### config.mk
export PLATFORM = sky130hd
export DESIGN_NAME = nibble_serial_add_ctrl
export DESIGN_NICKNAME = d
export VERILOG_FILES = /design/src/rtl/nibble_serial_add_ctrl.sv
export SDC_FILE = /design/constraint.sdc
export NUM_CORES = 1
export LEC_CHECK = 0
export ABC_AREA = 1
export BUFFER_PORTS_ARGS = -buffer_cell sky130_fd_sc_hd__buf_4
export CORE_MARGIN = 2
export CORE_UTILIZATION = 40
export CTS_BUF_LIST = sky130_fd_sc_hd__clkbuf_2
export CTS_CLUSTER_SIZE = 10
export DETAILED_ROUTE_END_ITERATION = 16
export SLEW_MARGIN = 5
export SYNTH_ARGS = -nofsm -noshare
export SYNTH_HDL_FRONTEND = slang
export SYNTH_SLANG_ARGS = --single-unit
### constraint.sdc
create_clock -name clk -period 2.5 [get_ports clk]
set_input_delay 0.125 -clock clk [delete_from_list [all_inputs] [get_ports clk]]
set_output_delay 0.125 -clock clk [all_outputs]
set_load 0.02 [all_outputs]
### src/rtl/nibble_serial_add_ctrl.sv
// nibble_serial_add_ctrl
// Sequences a 4*NIBBLES-bit add through one external 4-bit ripple-carry
// adder slice. The slice is visited LSB nibble first, and the carry between
// nibbles is held in a register.
// Optional build macro NIBBLE_SERIAL_SUB_EN adds a 'sub' input that turns
// the operation into op_a - op_b (two's complement, c_out=1 means no borrow).
module nibble_serial_add_ctrl #(
  parameter int NIBBLES = 4
) (
  input  logic                   clk,
  input  logic                   rst_n,
  input  logic                   start,
  input  logic [4*NIBBLES-1:0]   op_a,
  input  logic [4*NIBBLES-1:0]   op_b,
  input  logic                   c_in,
`ifdef NIBBLE_SERIAL_SUB_EN
  input  logic                   sub,
`endif
  output logic                   busy,
  output logic                   done,
  output logic [4*NIBBLES-1:0]   result,
  output logic                   c_out,
  output logic [3:0]             add_a,
  output logic [3:0]             add_b,
  output logic                   add_cin,
  input  logic [3:0]             add_sum,
  input  logic                   add_cout
);

  localparam int W     = 4 * NIBBLES;
  localparam int IDX_W = (NIBBLES > 1) ? $clog2(NIBBLES) : 1;

  typedef enum logic [1:0] {
    S_IDLE = 2'd0,
    S_RUN  = 2'd1,
    S_DONE = 2'd2
  } state_t;

  state_t             state;
  state_t             state_nxt;
  logic [IDX_W-1:0]   idx;
  logic               carry;
  logic [W-1:0]       a_q;
  logic [W-1:0]       b_q;
  logic               accept;
  logic               last_nib;
  logic               sub_sel;

  // A request is only honoured while idle; busy/done states ignore start.
  assign accept   = (state == S_IDLE) && start;
  assign last_nib = (idx == IDX_W'(NIBBLES - 1));

`ifdef NIBBLE_SERIAL_SUB_EN
  assign sub_sel = sub;
`else
  assign sub_sel = 1'b0;
`endif

  // State register with asynchronous reset.
  always_ff @(posedge clk or negedge rst_n) begin
    if (!rst_n) begin
      state <= S_IDLE;
    end else begin
      state <= state_nxt;
    end
  end

  // Next-state logic: IDLE -> RUN on accept, RUN -> DONE after last nibble, DONE -> IDLE.
  always_comb begin
    state_nxt = state;
    unique case (state)
      S_IDLE:  if (start) state_nxt = S_RUN;
      S_RUN:   if (last_nib) state_nxt = S_DONE;
      S_DONE:  state_nxt = S_IDLE;
      default: state_nxt = S_IDLE;
    endcase
  end

  // Output decode: status flags and adder operands, zero outside RUN.
  always_comb begin
    busy    = (state != S_IDLE);
    done    = (state == S_DONE);
    add_a   = 4'h0;
    add_b   = 4'h0;
    add_cin = 1'b0;
    if (state == S_RUN) begin
      for (int i = 0; i < NIBBLES; i++) begin
        if (idx == IDX_W'(i)) begin
          add_a = a_q[4*i +: 4];
          add_b = b_q[4*i +: 4];
        end
      end
      add_cin = carry;
    end
  end

  // Operand capture on accept; B is stored pre-inverted for subtraction so
  // the RUN datapath is identical for add and subtract.
  always_ff @(posedge clk) begin
    if (accept) begin
      a_q <= op_a;
      b_q <= sub_sel ? ~op_b : op_b;
    end
  end

  // Nibble index, inter-nibble carry, result and final carry.
  always_ff @(posedge clk or negedge rst_n) begin
    if (!rst_n) begin
      idx    <= '0;
      carry  <= 1'b0;
      result <= '0;
      c_out  <= 1'b0;
    end else begin
      if (accept) begin
        idx   <= '0;
        carry <= sub_sel ? 1'b1 : c_in;
      end else if (state == S_RUN) begin
        for (int i = 0; i < NIBBLES; i++) begin
          if (idx == IDX_W'(i)) begin
            result[4*i +: 4] <= add_sum;
          end
        end
        carry <= add_cout;
        if (last_nib) begin
          c_out <= add_cout;
        end else begin
          idx <= idx + IDX_W'(1);
        end
      end
    end
  end

endmodule

==> results of run 1 <==
-- cell usage in the layout, fill, tap and decap left out, drive strengths merged --
cell	Yosys	layout
edfxtp	32	32
dfrtp	22	22
ha	4	4
clkbuf	0	7
nand3	8	8
dlygate4sd3	0	41
nor2	14	14
a21oi	13	13
inv	22	23
o21ai	22	22
buf	3	70
nand2	61	61
-- per-stage QoR --
stage                     area (um^2)  hold WS, ns  instances  worst slack [ns]
after global routing             3280       0.0330        389            0.0339
after CTS                        3280       0.0476        389             0.200
after detailed placement         2830       0.0287        340             0.747
final                            3280       0.0641        389             0.225
after global placement           2830       0.0313        340             0.745
after floorplan                  2240       -0.171        201             0.808
-- metal layers --
metal	vias to the layer above	GRT usage (%)	routed length, um
met5	-	0	0
met4	0	6.72	77
met3	7	3.41	178
met2	41	28.8	2370
met1	782	21.2	2210
li1	893	-	-
-- cells in the mapped netlist --
master,number,share of area [%]
o21ai_1,9,2.0
buf_6,1,0.50
inv_1,19,3.2
dfrtp_1,22,25
nand2_1,58,9.7
buf_4,2,0.67
nor2_8,1,0.89
inv_2,2,0.34
nor2_2,1,0.28
nand2_4,3,1.5
nand3_1,8,1.8
o21ai_0,5,1.1
o21ai_2,8,3.1
nor2_1,12,2.0
inv_4,1,0.28
ha_1,4,2.2
a21oi_1,13,2.9
edfxtp_1,32,43
-- state kept, by name, indices dropped and copies added, names as in the netlist --
register / count
result: 16
state: 2
idx: 2
b_q: 16
c_out: 1
carry: 1
a_q: 16
-- final cells by class --
type	count	share of cell area, %
Inverter	22	2.59
Clock buffer	7	1.07
Sequential cell	54	46.1
Multi-Input combinational cell	122	18.8
Timing Repair Buffer	111	28.5
Tap cell	72	2.74
Clock inverter	1	0.191
-- worst max-delay path by stage --
stage / to / cells past startpoint / slack (ns) / from
floorplan: a_q[0] / 3 / 0.81 / state[0]
global placement: add_b[1] / 7 / 0.75 / idx[1]
detailed placement: add_b[1] / 7 / 0.75 / idx[1]
CTS: add_b[1] / 7 / 0.20 / idx[1]
global route: add_b[0] / 7 / 0.03 / idx[1]
finish: add_b[0] / 7 / 0.23 / idx[1]
-- where the power goes --
part | switching [W] | leakage, nW | internal (W)
Clock | 0.000266 | 0.0335 | 0.0000788
Combinational | 0.00116 | 0.949 | 0.000752
Sequential | 0.000130 | 0.567 | 0.00125
Total | 0.00156 | 1.55 | 0.00208
-- critical path, stage by stage (launching register included) --
cell and delay [ns]:
dfrtp_1 0.47, inv_1 0.09, ha_1 0.42, inv_1 0.18, nand2_1 0.10, nand3_1 0.09
a21oi_1 0.19, buf_4 0.17
-- repair_timing --
action | CTS | global route
endpoints found under the setup margin | 0 | 0
hold buffers | 41 | 0
endpoints found under the hold margin | 72 | 0
-- logic make-up after synthesis --
kind of cell,count (synthesis),synth area share [%]
adder cells (fa/ha/maj),4,2.23
AO/OA/AOI/OAI,35,9.16
buffers and inverters,25,4.97
AND/OR/NAND/NOR,83,16.2
flip-flops,54,67.4
==> qor.csv, run 1 <==
metric;value;unit
status;finished, final reports clean;
wl_per_cell;12.4;um
fin_tns_setup;0;ns
synthCells;201;
vias;1723;
maxCapViolCount;0;
dieWidth;78.9;um
port_buffers;68;
multiInputGateArea;618;um^2
clk_pin_slew;0.25;ns
grt_pass1_wl;7980;um
ios;69;
r2r_start;state[0];
fin_crit;2.27;ns
cts_max_path_buffers;2;
dp_hpwl;3240;um
initial_core_util;40.9;%
cp.arrival;2.15;ns
die_area;0.00622;mm^2
fill_cells;481;
synth_area;0.00224;mm^2
cts_tree;done;
fin_nets;361;
numClockSinks;54;
synth_cell_types;18;
place.gp.congestion;0.810;
rsz0062_at_grt;false;
syn_nets;246;
ff2ff_setup_slack;0.91;ns
clock_latency;0.45;ns
period_share;91.0;%
cts_made_buffers;5;
crit_required;2.38;ns
finClkSkew;0.0267;ns
ys_warn_count;0;
hold_violations;0;
finalMaxSlewViolations;0;
path_class;reg2out;
rr_endpoint;carry;
power.density;1110;mW/mm^2
syn_area_per_cell;11.1;um^2
core_area;0.00547;mm^2
drt_first_pass_iters;4;
post-cts-setup-buffers;0;
die_h;78.9;um
fin_util;60.0;%
globalRouteOverflowTotal;0;
drc;0;
finalSetupViolations;0;
cp_max_fo;11;
area_growth;46.5;%
total_power;0.00364;W
slew_headroom;71.1;%
drive_gt1_share;29.7;%
cts_resized;0;
hp-class;in2async;
drtIter0Drc;89;
htree_levels;2;
grt_pass1_vias;1745;
p_leak;1.55;nW
worst_pin_slew;0.433;ns
grt.total_usage;16.9;%
endpoint_kind;output pin;
clock.fmax;0.440;GHz
ir_drop;490;uV
worst-r2r-cell-count;6;
synth_seq_cells;54;
detail-route-antenna-nets;0;
rows;27;
grt_max_degree;33;
viasPerCell;4.43;
clock-root-buffer;clkbuf_2;
final-seq-area;0.00151;mm^2
wl;4830;um
grt_antenna_before_repair;0;
antenna_cells;0;
start_kind;flip-flop;
ys_seq_area_share;67.4;%
(Power assumes the default switching activity.)
==> run 2: changes to the inputs <==
- PLACE_DENSITY: default -> 0.66
==> run 2 against run 1 <==
Clock power grew 4%. Sequential power about the same. First-iteration DRC count rose by 29%. Routed wire length up 1.8%. Largest cell class unchanged. Largest power group unchanged. Highest routed layer unchanged.
==> qor.csv, run 2 (synthesis gave the netlist of run 1 again) <==
metric;value;unit;change
switching_share;43.0;%;was 42.8%
hold_violations;0;;unchanged
detail-route-antenna-nets;0;;unchanged
core_area;0.00547;mm^2;unchanged
ios;69;;unchanged
grt.total_usage;17.2;%;was 16.9%
drtIter0Drc;115;;was 89
port_buffers;68;;unchanged
cp_slowest_cell;dfrtp_1;;unchanged
place.gp.congestion;0.756;;was 0.810
fin_tns_setup;0;ns;unchanged
post-cts-setup-buffers;0;;unchanged
slowest_delay;0.48;ns;was 0.47 ns
dieWidth;78.9;um;unchanged
critPathTopFamily;flip-flops;;unchanged
clock.fmax;0.437;GHz;was 0.440 GHz
period_share;91.6;%;was 91.0%
hp-class;in2reg;;was in2async
power.density;1110;mW/mm^2;about the same
rsz0062_at_grt;false;;unchanged
crit_start;idx[1];;unchanged
fin_crit;2.29;ns;was 2.27 ns
drive_gt1_share;29.9;%;was 29.7%
clock-root-buffer;clkbuf_2;;unchanged
combPwrFrac;52.3;%;was 52.6%
cts_max_path_buffers;2;;unchanged
cp.arrival;2.16;ns;was 2.15 ns
worst_pin_slew;0.423;ns;was 0.433 ns
crit_chain;inv_1 -> ha_1 -> inv_1 -> nand2_1 -> nand3_1 -> a21oi_1 -> buf_4;;unchanged
rows;27;;unchanged
slew_headroom;71.8;%;was 71.1%
cts_made_buffers;5;;unchanged
globalRouteOverflowTotal;0;;unchanged
start_kind;flip-flop;;unchanged
status;finished, final reports clean;;unchanged
clock_latency;0.45;ns;about the same
dp.cells;340;;unchanged
vias;1747;;was 1,723
maxCapViolCount;0;;unchanged
wl;4920;um;was 4830 um
drt_first_pass_iters;4;;unchanged
path_buf_inv;3;;unchanged
power.switching;0.00157;W;was 0.00156 W
grt_pass1_wl;8200;um;was 7980 um
dp_hpwl;3360;um;was 3240 um
finClkSkew;0.0148;ns;was 0.0267 ns
path_class;reg2out;;unchanged
p_leak;1.55;nW;about the same
fin_nets;362;;was 361
p_clk_share;9.8;%;was 9.5%
clk_pin_slew;0.27;ns;was 0.25 ns
grt_max_degree;33;;unchanged
area_growth;47.4;%;was 46.5%
final_cell_mix;70 x buf_4, 58 x nand2_1, 42 x dlygate4sd3_1;;was 70 x buf_4, 58 x nand2_1, 41 x dlygate4sd3_1
crit_required;2.38;ns;about the same
cts_tree;done;;unchanged
die_h;78.9;um;unchanged
grt_pass1_vias;1749;;was 1,745
crit_top_cell;inv_1;;unchanged
seqPwrFrac;37.9;%;was 38.0%
p_int;0.00208;W;about the same
antenna_cells;0;;unchanged
numClockSinks;54;;unchanged
top_regs;a_q (16), b_q (16), result (16);;unchanged
r2r_start;state[0];;unchanged
htree_levels;2;;unchanged
mostFrequentLayoutCell;buf_4;;unchanged
layout.cells.non_filler;390;;was 389
viasPerCell;4.48;;was 4.43
holdCritStartpoint;op_a[11];;
cp_max_fo;11;;unchanged
ir_drop;584;uV;was 490 uV
grt_antenna_before_repair;0;;unchanged
endpoint_kind;output pin;;unchanged
die_area;0.00622;mm^2;unchanged
initial_core_util;40.9;%;unchanged
finalMaxSlewViolations;0;;unchanged
finalSetupViolations;0;;unchanged
wl_per_cell;12.6;um;was 12.4 um
drc;0;;unchanged
## run 2: power groups by stage
stage / registers (W) / clock network (W) / logic, W
floorplan: 0.00155 / 0 / 0.00104
global placement: 0.00140 / 0 / 0.00184
detailed placement: 0.00141 / 0 / 0.00186
CTS: 0.00139 / 0.000374 / 0.00193
global route: 0.00141 / 0.000409 / 0.00213
finish: 0.00138 / 0.000358 / 0.00191
## run 2: repair_timing
| item | in CTS | in global routing |
|---|---|---|
| hold endpoints to repair | 74 | 1 |
| hold buffers | 41 | 1 |
| gates resized for setup | 0 | 1 |
| setup endpoints to repair | 0 | 1 |
## run 2: final cells by class
cell class                      instances  area (um^2)
Sequential cell                        54         1510
Tap cell                               72         90.1
Multi-Input combinational cell        122          621
Clock buffer                            5         25.0
Timing Repair Buffer                  112          946
Clock inverter                          3         25.0
Fill cell                             484         2170
Inverter                               22         85.1
## run 2: path summary, 6_finish.rpt
check                              to  slack, ns  cells past startpoint
setup / recovery             add_b[1]       0.21                      7
max in group asynchronous   result[9]       1.65                      3
setup reg to reg                carry       0.93                      6
hold reg to reg             result[6]       0.53                      2
min in group asynchronous  result[12]       0.61                      3
hold / removal                a_q[11]       0.35                      2
## run 2: worst register-to-register path, cell delays in order (launching register included)
cell and delay, ns:
dfrtp_1 0.46, inv_2 0.05, nor2_2 0.25, nand2_1 0.08, nand3_1 0.08, nand2_1 0.04
dlygate4sd3_1 0.54
## run 2: layer usage
metal	track usage, %	share of wire (%)	vias up	wire length [um]
met5	0	0	-	0
met4	7.07	1.8	0	90
met3	2.16	2.9	7	142
met2	29.9	52	42	2570
met1	21.8	43	802	2120
li1	-	-	896	-
## run 2: metrics by stage
step	setup slack, ns	hold slack [ns]	area [um^2]	util, %	power [W]
5_1_grt	0.00395	0.318	3300	60.4	0.00395
6_report	0.210	0.355	3300	60.4	0.00365
3_3_place_gp	0.758	0.0348	2830	51.7	0.00324
3_5_place_dp	0.753	0.0327	2830	51.7	0.00326
4_1_cts	0.196	0.0277	3290	60.1	0.00369
2_1_floorplan	0.808	-0.171	2240	-	0.00259
